[src/rtl/sar_search_ctrl_if.sv]
// Comparator-facing bundle for sar_search_ctrl: start request, comparator results, trial code and search status.
interface sar_search_ctrl_if #(
  parameter int WIDTH = 4
);
  logic             start;
  logic             cmp_eq;
  logic             cmp_gt;
  logic             cmp_sm;
  logic [WIDTH-1:0] trial;
  logic             busy;
  logic             done;
  logic [WIDTH-1:0] result;
  logic             err;

  modport master (
    input  start, cmp_eq, cmp_gt, cmp_sm,
    output trial, busy, done, result, err
  );

  modport slave (
    output start, cmp_eq, cmp_gt, cmp_sm,
    input  trial, busy, done, result, err
  );
endinterface

[src/rtl/sar_search_ctrl.sv]
// Successive-approximation search controller: drives trial codes MSB-first and resolves the comparator's target.
// Optional macro SAR_EARLY_EXIT_EN: a legal cmp_eq ends the search at that compare cycle.
module sar_search_ctrl #(
  parameter int WIDTH = 4
) (
  input  logic              clk,
  input  logic              rst_n,
  sar_search_ctrl_if.master bus
);

  typedef enum logic {
    IDLE,
    SEARCH
  } state_t;

  localparam logic [WIDTH-1:0] MSB = {1'b1, {(WIDTH-1){1'b0}}};

  state_t           state_q;
  logic [WIDTH-1:0] trial_q;
  logic [WIDTH-1:0] mask_q;
  logic [WIDTH-1:0] result_q;
  logic             busy_q;
  logic             done_q;
  logic             err_q;

  logic             legal;
  logic             keep;
  logic             hit;
  logic             last;
  logic [WIDTH-1:0] decided;

  // Legal means exactly one result line high; anything else is decided as "smaller".
  always_comb begin
    legal   = (bus.cmp_eq ^ bus.cmp_gt ^ bus.cmp_sm) & ~(bus.cmp_eq & bus.cmp_gt & bus.cmp_sm);
    keep    = legal & (bus.cmp_eq | bus.cmp_gt);
    decided = keep ? trial_q : (trial_q & ~mask_q);
`ifdef SAR_EARLY_EXIT_EN
    hit     = legal & bus.cmp_eq;
`else
    hit     = 1'b0;
`endif
    last    = mask_q[0] | hit;
  end

  always_ff @(posedge clk or negedge rst_n) begin
    if (!rst_n) begin
      state_q  <= IDLE;
      trial_q  <= '0;
      mask_q   <= '0;
      result_q <= '0;
      busy_q   <= 1'b0;
      done_q   <= 1'b0;
      err_q    <= 1'b0;
    end else begin
      done_q <= 1'b0;
      case (state_q)
        IDLE: begin
          if (bus.start) begin
            trial_q <= MSB;
            mask_q  <= MSB;
            busy_q  <= 1'b1;
            err_q   <= 1'b0;
            state_q <= SEARCH;
          end
        end
        SEARCH: begin
          if (!legal) err_q <= 1'b1;
          if (last) begin
            trial_q  <= decided;
            result_q <= decided;
            done_q   <= 1'b1;
            busy_q   <= 1'b0;
            mask_q   <= '0;
            state_q  <= IDLE;
          end else begin
            trial_q <= decided | (mask_q >> 1);
            mask_q  <= mask_q >> 1;
          end
        end
        default: state_q <= IDLE;
      endcase
    end
  end

  assign bus.trial  = trial_q;
  assign bus.busy   = busy_q;
  assign bus.done   = done_q;
  assign bus.result = result_q;
  assign bus.err    = err_q;

endmodule

[src/flat_wrapper.sv]
// flat-port wrapper written by rule: the top's interface ports become plain ports
module sar_search_ctrl_flat 
#(
  parameter int WIDTH = 4
)
  (clk, rst_n, bus_start, bus_cmp_eq, bus_cmp_gt, bus_cmp_sm, bus_trial, bus_busy, bus_done, bus_result, bus_err);
  sar_search_ctrl_if #(.WIDTH(WIDTH)) bus_i ();
  input  logic clk;
  input  logic rst_n;
  input wire logic [$bits(bus_i.start)-1:0] bus_start;
  input wire logic [$bits(bus_i.cmp_eq)-1:0] bus_cmp_eq;
  input wire logic [$bits(bus_i.cmp_gt)-1:0] bus_cmp_gt;
  input wire logic [$bits(bus_i.cmp_sm)-1:0] bus_cmp_sm;
  output wire logic [$bits(bus_i.trial)-1:0] bus_trial;
  output wire logic [$bits(bus_i.busy)-1:0] bus_busy;
  output wire logic [$bits(bus_i.done)-1:0] bus_done;
  output wire logic [$bits(bus_i.result)-1:0] bus_result;
  output wire logic [$bits(bus_i.err)-1:0] bus_err;
  assign bus_i.start = bus_start;
  assign bus_i.cmp_eq = bus_cmp_eq;
  assign bus_i.cmp_gt = bus_cmp_gt;
  assign bus_i.cmp_sm = bus_cmp_sm;
  assign bus_trial = bus_i.trial;
  assign bus_busy = bus_i.busy;
  assign bus_done = bus_i.done;
  assign bus_result = bus_i.result;
  assign bus_err = bus_i.err;
  sar_search_ctrl #(.WIDTH(WIDTH)) u_core (.clk(clk), .rst_n(rst_n), .bus(bus_i));
endmodule
[config.mk]
export PLATFORM = sky130hd
export DESIGN_NAME = sar_search_ctrl_flat
export DESIGN_NICKNAME = d
export VERILOG_FILES = /design/src/rtl/sar_search_ctrl_if.sv /design/src/rtl/sar_search_ctrl.sv /design/src/flat_wrapper.sv
export SDC_FILE = /design/constraint.sdc
export NUM_CORES = 1
export LEC_CHECK = 0
export BUFFER_PORTS_ARGS = -buffer_cell sky130_fd_sc_hd__buf_2
export CAP_MARGIN = 10
export CORE_UTILIZATION = 54
export DETAILED_ROUTE_END_ITERATION = 8
export HOLD_SLACK_MARGIN = 0.12
export PLACE_DENSITY_LB_ADDON = 0.3
export SYNTH_ARGS = -nofsm -noshare
export SYNTH_HDL_FRONTEND = slang
export SYNTH_SLANG_ARGS = --single-unit
[constraint.sdc]
create_clock -name clk -period 3.25 [get_ports clk]
set_clock_uncertainty 0.15 [all_clocks]
set_input_delay 0.65 -clock clk [delete_from_list [all_inputs] [get_ports clk]]
set_output_delay 0.65 -clock clk [all_outputs]
set_load 0.005 [all_outputs]
# Word level (Yosys, flattened, before mapping)
# Cells that the tools add are included.
# totals
ff_bits	16
latch_bits	0
mem_bits_rw	0
romBits	0
in_bits	6
out_inout_bits	11
wordCells	42
mem_count	0
# classes
add_sub_neg	0
multipliers	0
div	0
magnitude_cmp	0
n_eq_ne	3
shifts	0
mux	17
n_bitwise	12
reduce_logical	3
# op_table
cell	count
4-bit case mux with 2 select lines	2
4-bit two-way mux	3
1-bit two-way mux	8
2-bit inequality test, second input constant	3
1-bit case mux with 2 select lines	3
2-bit AND reduction	3
1-bit bitwise AND	4
4-bit bitwise AND	1
4-bit NOT	1
4-bit by 3-bit bitwise OR with 4-bit output	1
3-bit two-way mux	1
1-bit NOT	2
1-bit bitwise XOR	2
1-bit bitwise OR	1

# Logic depth before layout (Yosys ltp)
# depth
ltp_word	9
depth_mapped	5
mapped_depth_nobuf	5

# Worst setup path after synthesis
# No wires, ideal clock.
# synth_timing
path_type	input to register
from	in bus_cmp_gt
to	reg u_core.trial_q[1], in the netlist u_core.bus.trial[1]
setup_time_ns	0.139
t_arrival_ns	1.504
t_required_ns	2.961
path_slack_ns	1.457
stages	5
path_buffers	0
path_cell_list	inv_1 -> ha_1 -> and2b_1 -> o21bai_4 -> a41oi_2
# synth_between
elab_chain_cells	9
word_cells_on_any_way	12
classes_between	mux: 3; bitwise: 9
# synth_rtl
element	line_no	source
from (decl)	flat_wrapper.sv:12	input wire logic [$bits(bus_i.cmp_gt)-1:0] bus_cmp_gt;
1-bit bitwise AND (2 in a row)	sar_search_ctrl.sv:34	legal = (bus.cmp_eq ^ bus.cmp_gt ^ bus.cmp_sm) & ~(bus.cmp_eq & bus.cmp_gt & bus.cmp_sm);
1-bit NOT	sar_search_ctrl.sv:34	
1-bit bitwise AND	sar_search_ctrl.sv:34	
1-bit bitwise AND *	sar_search_ctrl.sv:35	keep = legal & (bus.cmp_eq | bus.cmp_gt);
4-bit two-way mux *	sar_search_ctrl.sv:36	decided = keep ? trial_q : (trial_q & ~mask_q);
4-bit by 3-bit bitwise OR with 4-bit output	sar_search_ctrl.sv:76	trial_q <= decided | (mask_q >> 1);
4-bit two-way mux *	sar_search_ctrl.sv:68	if (last) begin
4-bit case mux with 2 select lines *	sar_search_ctrl.sv:56	case (state_q)
to (signal assigned)	sar_search_ctrl.sv:69	trial_q <= decided;
to (signal assigned)	sar_search_ctrl.sv:76	
to (decl)	sar_search_ctrl.sv:19	logic [WIDTH-1:0] trial_q;
# Mark *: on every way between the ends. The rest lies on a longest branch, timed or not.
# A chain may end at the register's enable or synchronous reset.

# Worst setup path in the final report
# Ends and elaborated chain as after synthesis.

==> results.cfg <==
[synth]
syn_area_per_cell_sq_um = 11.4
yosys_warnings = 0
ys_types = 26
syn_inst = 65
synth_edf_count = 0
synth_fp_nets = 73
ys_ff_latch = 16
synthArstFlopShare_pct = 100
ys_seq_area_share_pct = 53.9
synthTopCellsByArea = dfrtp_1 54%, nand2_1 4.5%, a41oi_2 4.4%, mux2i_1 4.0%, a31oi_1 3.4%
synth_area_sq_um = 743
synth_area_leader_cell = dfrtp_1
synth_top_area_share_pct = 53.9
synth_ff_type = dfrtp_1

[timing]
slew_headroom_pct = 73.9
slew_violations = 0
tightest_slew_ps = 391
fin_crit_ps = 1700
rsz0062_at_grt = no
setup-tns-final_ps = 0
setup_viol = 0
hold_viol = 0
min_period_over_period_pct = 52.2
max_freq_ghz = 0.590

[die]
rows = 13
pin_count = 17
die_width_um = 39.1
core_area_sq_um = 1280
start_util_pct = 57.8
die_h_um = 39.1
die_area_sq_um = 1530

[placement]
dpl.cell_count = 95
numPortBuffers = 16
dp_hpwl_um = 988
gp_congestion = 0.796

[finish]
area_growth_pct = 18.5
final_layout_size_suffix_gt1_share_pct = 34.1
stdcell_count = 100
antenna_cells = 0
num-nets-final = 94
n_fill_cell = 102

[worst_setup_path]
reg2regPathDepth = 3
r2r_slack_ps = 1740
critical_path_required_ps = 3250
crit_fanout = 8
rr_endpoint = u_core.bus.trial[1]
worstPathArrival_ps = 1700
cp-end-kind = flop
critPathMaxStageDelay_ps = 300
critical_path_class = in -> reg
worstSetupStartpointType = primary input
crit_chain = buf_2, inv_1, ha_1, and2b_1, o21bai_4, a41oi_2
critPathSlowestCell = ha_1
rr_startpoint = u_core.state_q
crit_start = bus_cmp_gt

[clock_tree]
root_buffer = clkbuf_4
cts_buffers = 3
cts_resized = 0
cts_tree = done
htree_levels = 1
path_clk_slew_ps = 90
cts_buffer_depth = 2
insertion_delay_ps = 290
clock-sinks = 16

[hold_path]
worstHoldEndpoint = u_core.bus.result[0]
whs_path_depth = 2
worstHoldPathType = reg -> reg
hp-start = u_core.bus.result[0]

[drt]
dr.pass1.iters = 4
route.detailed.drc = 0
vias_per_cell = 5.65
dr.first_iter.drc_count = 10
routedWlPerCell_um = 13.5
via_count = 565
routed_wl_um = 1350
ant_nets = 0

[global_routing]
antenna_found_initial = 0
grt_start_max_net_pins = 17
grt_overflow = 0
grt_pass1_vias = 510
grtUsageTotal_pct = 22.2
grt_first_pass_wirelength_um = 2170

[job]
max_cap_violations = 0

[power_and_ir_drop]
total_leakage_power_uw = 0.000459
irDropWorstVdd_v = 0.000404
powerDensity_nw_per_um2 = 902

[run_status]
outcome = finished, final reports clean
==> sequential cells by signal, summed over array words and instances, names as in the netlist <==
signal             count
u_core.state_q         1
u_core.bus.done        1
u_core.bus.err         1
u_core.bus.trial       4
u_core.bus.busy        1
u_core.bus.result      4
u_core.mask_q          4
==> critical path, delay by kind of cell <==
family	cells	cell delay, ps
AOI/OAI and AO/OA	2	410
adders and majority gates	1	300
and+or+nand+nor	1	200
buffers and inverters	2	130
==> cell type report <==
cell class                 instances  area (sq um)  area share, %
clock buffer                       4          36.3           4.12
inverter                           5          18.8           2.13
multi-input combinational         43           317           35.9
sequential                        16           400           45.5
tap                               15          18.8           2.13
timing repair buffer              17          90.1           10.2
==> worst max-delay path by stage <==
stage,cells after the start,to
detailed placement,6,u_core.bus.trial[1]
floorplan,5,u_core.bus.trial[1]
global route,6,u_core.bus.trial[2]
CTS,6,u_core.bus.trial[1]
global placement,6,u_core.bus.trial[2]
finish,6,u_core.bus.trial[1]
==> kinds of logic after synthesis <==
family / Yosys count / share of synthesized area, %
mux: 3 / 4.04
fa+ha+maj: 2 / 3.37
buf+inv: 6 / 3.53
simple gates: 21 / 15.0
flops: 16 / 53.9
compound gates: 17 / 20.2
==> what timing repair did <==
item | CTS | global route
hold buffers | 1 | 0
setup endpoints to repair | 0 | 0
setup buffers | 0 | 0
hold endpoints to repair | 16 | 0
==> stage by stage <==
step | hold WS, ps | util (%) | worst slack, ps | total power (uW) | cell area [sq um]
2_1_floorplan | 204 | - | 1460 | 560 | 743
3_3_place_gp | 316 | 64.9 | 1280 | 655 | 835
3_5_place_dp | 368 | 64.9 | 1230 | 667 | 835
4_1_cts | 389 | 68.5 | 1550 | 801 | 881
5_1_grt | 427 | 68.5 | 1500 | 860 | 881
6_report | 372 | 68.5 | 1550 | 795 | 881
==> cell usage in the layout, fill, tap and decap left out, types with 2 or more instances in the layout <==
cell type,Yosys,final
buf_2,0,16
nand2b_1,2,2
a41oi_2,2,2
nor2_1,4,4
mux2i_1,3,3
dfrtp_1,16,16
ha_1,2,2
nand2_1,9,9
clkbuf_4,0,3
o21ai_1,2,2
inv_1,4,4
a22oi_1,2,2
a31oi_1,4,4
==> report_power, final <==
| group | switching, uW | internal, uW | leakage (uW) |
|---|---|---|---|
| combinational | 138 | 145 | 0.000240 |
| sequential | 92.9 | 286 | 0.000198 |
| clock | 64.2 | 68.3 | 0.0000210 |
==> layer usage <==
metal	wire length (um)	up-vias	GRT usage, %
met4	14	0	12.9
met1	638	279	28.5
met5	0	-	0
met2	640	16	33.8
met3	56	2	5.20
li1	-	268	-
==> cell usage after synthesis, types with 2 or more instances <==
library cell,n
ha_1,2
nand2b_1,2
dfrtp_1,16
nand2_1,9
a31oi_1,4
a41oi_2,2
o21ai_1,2
inv_1,4
a22oi_1,2
nor2_1,4
mux2i_1,3
(Power assumes the default switching activity.)
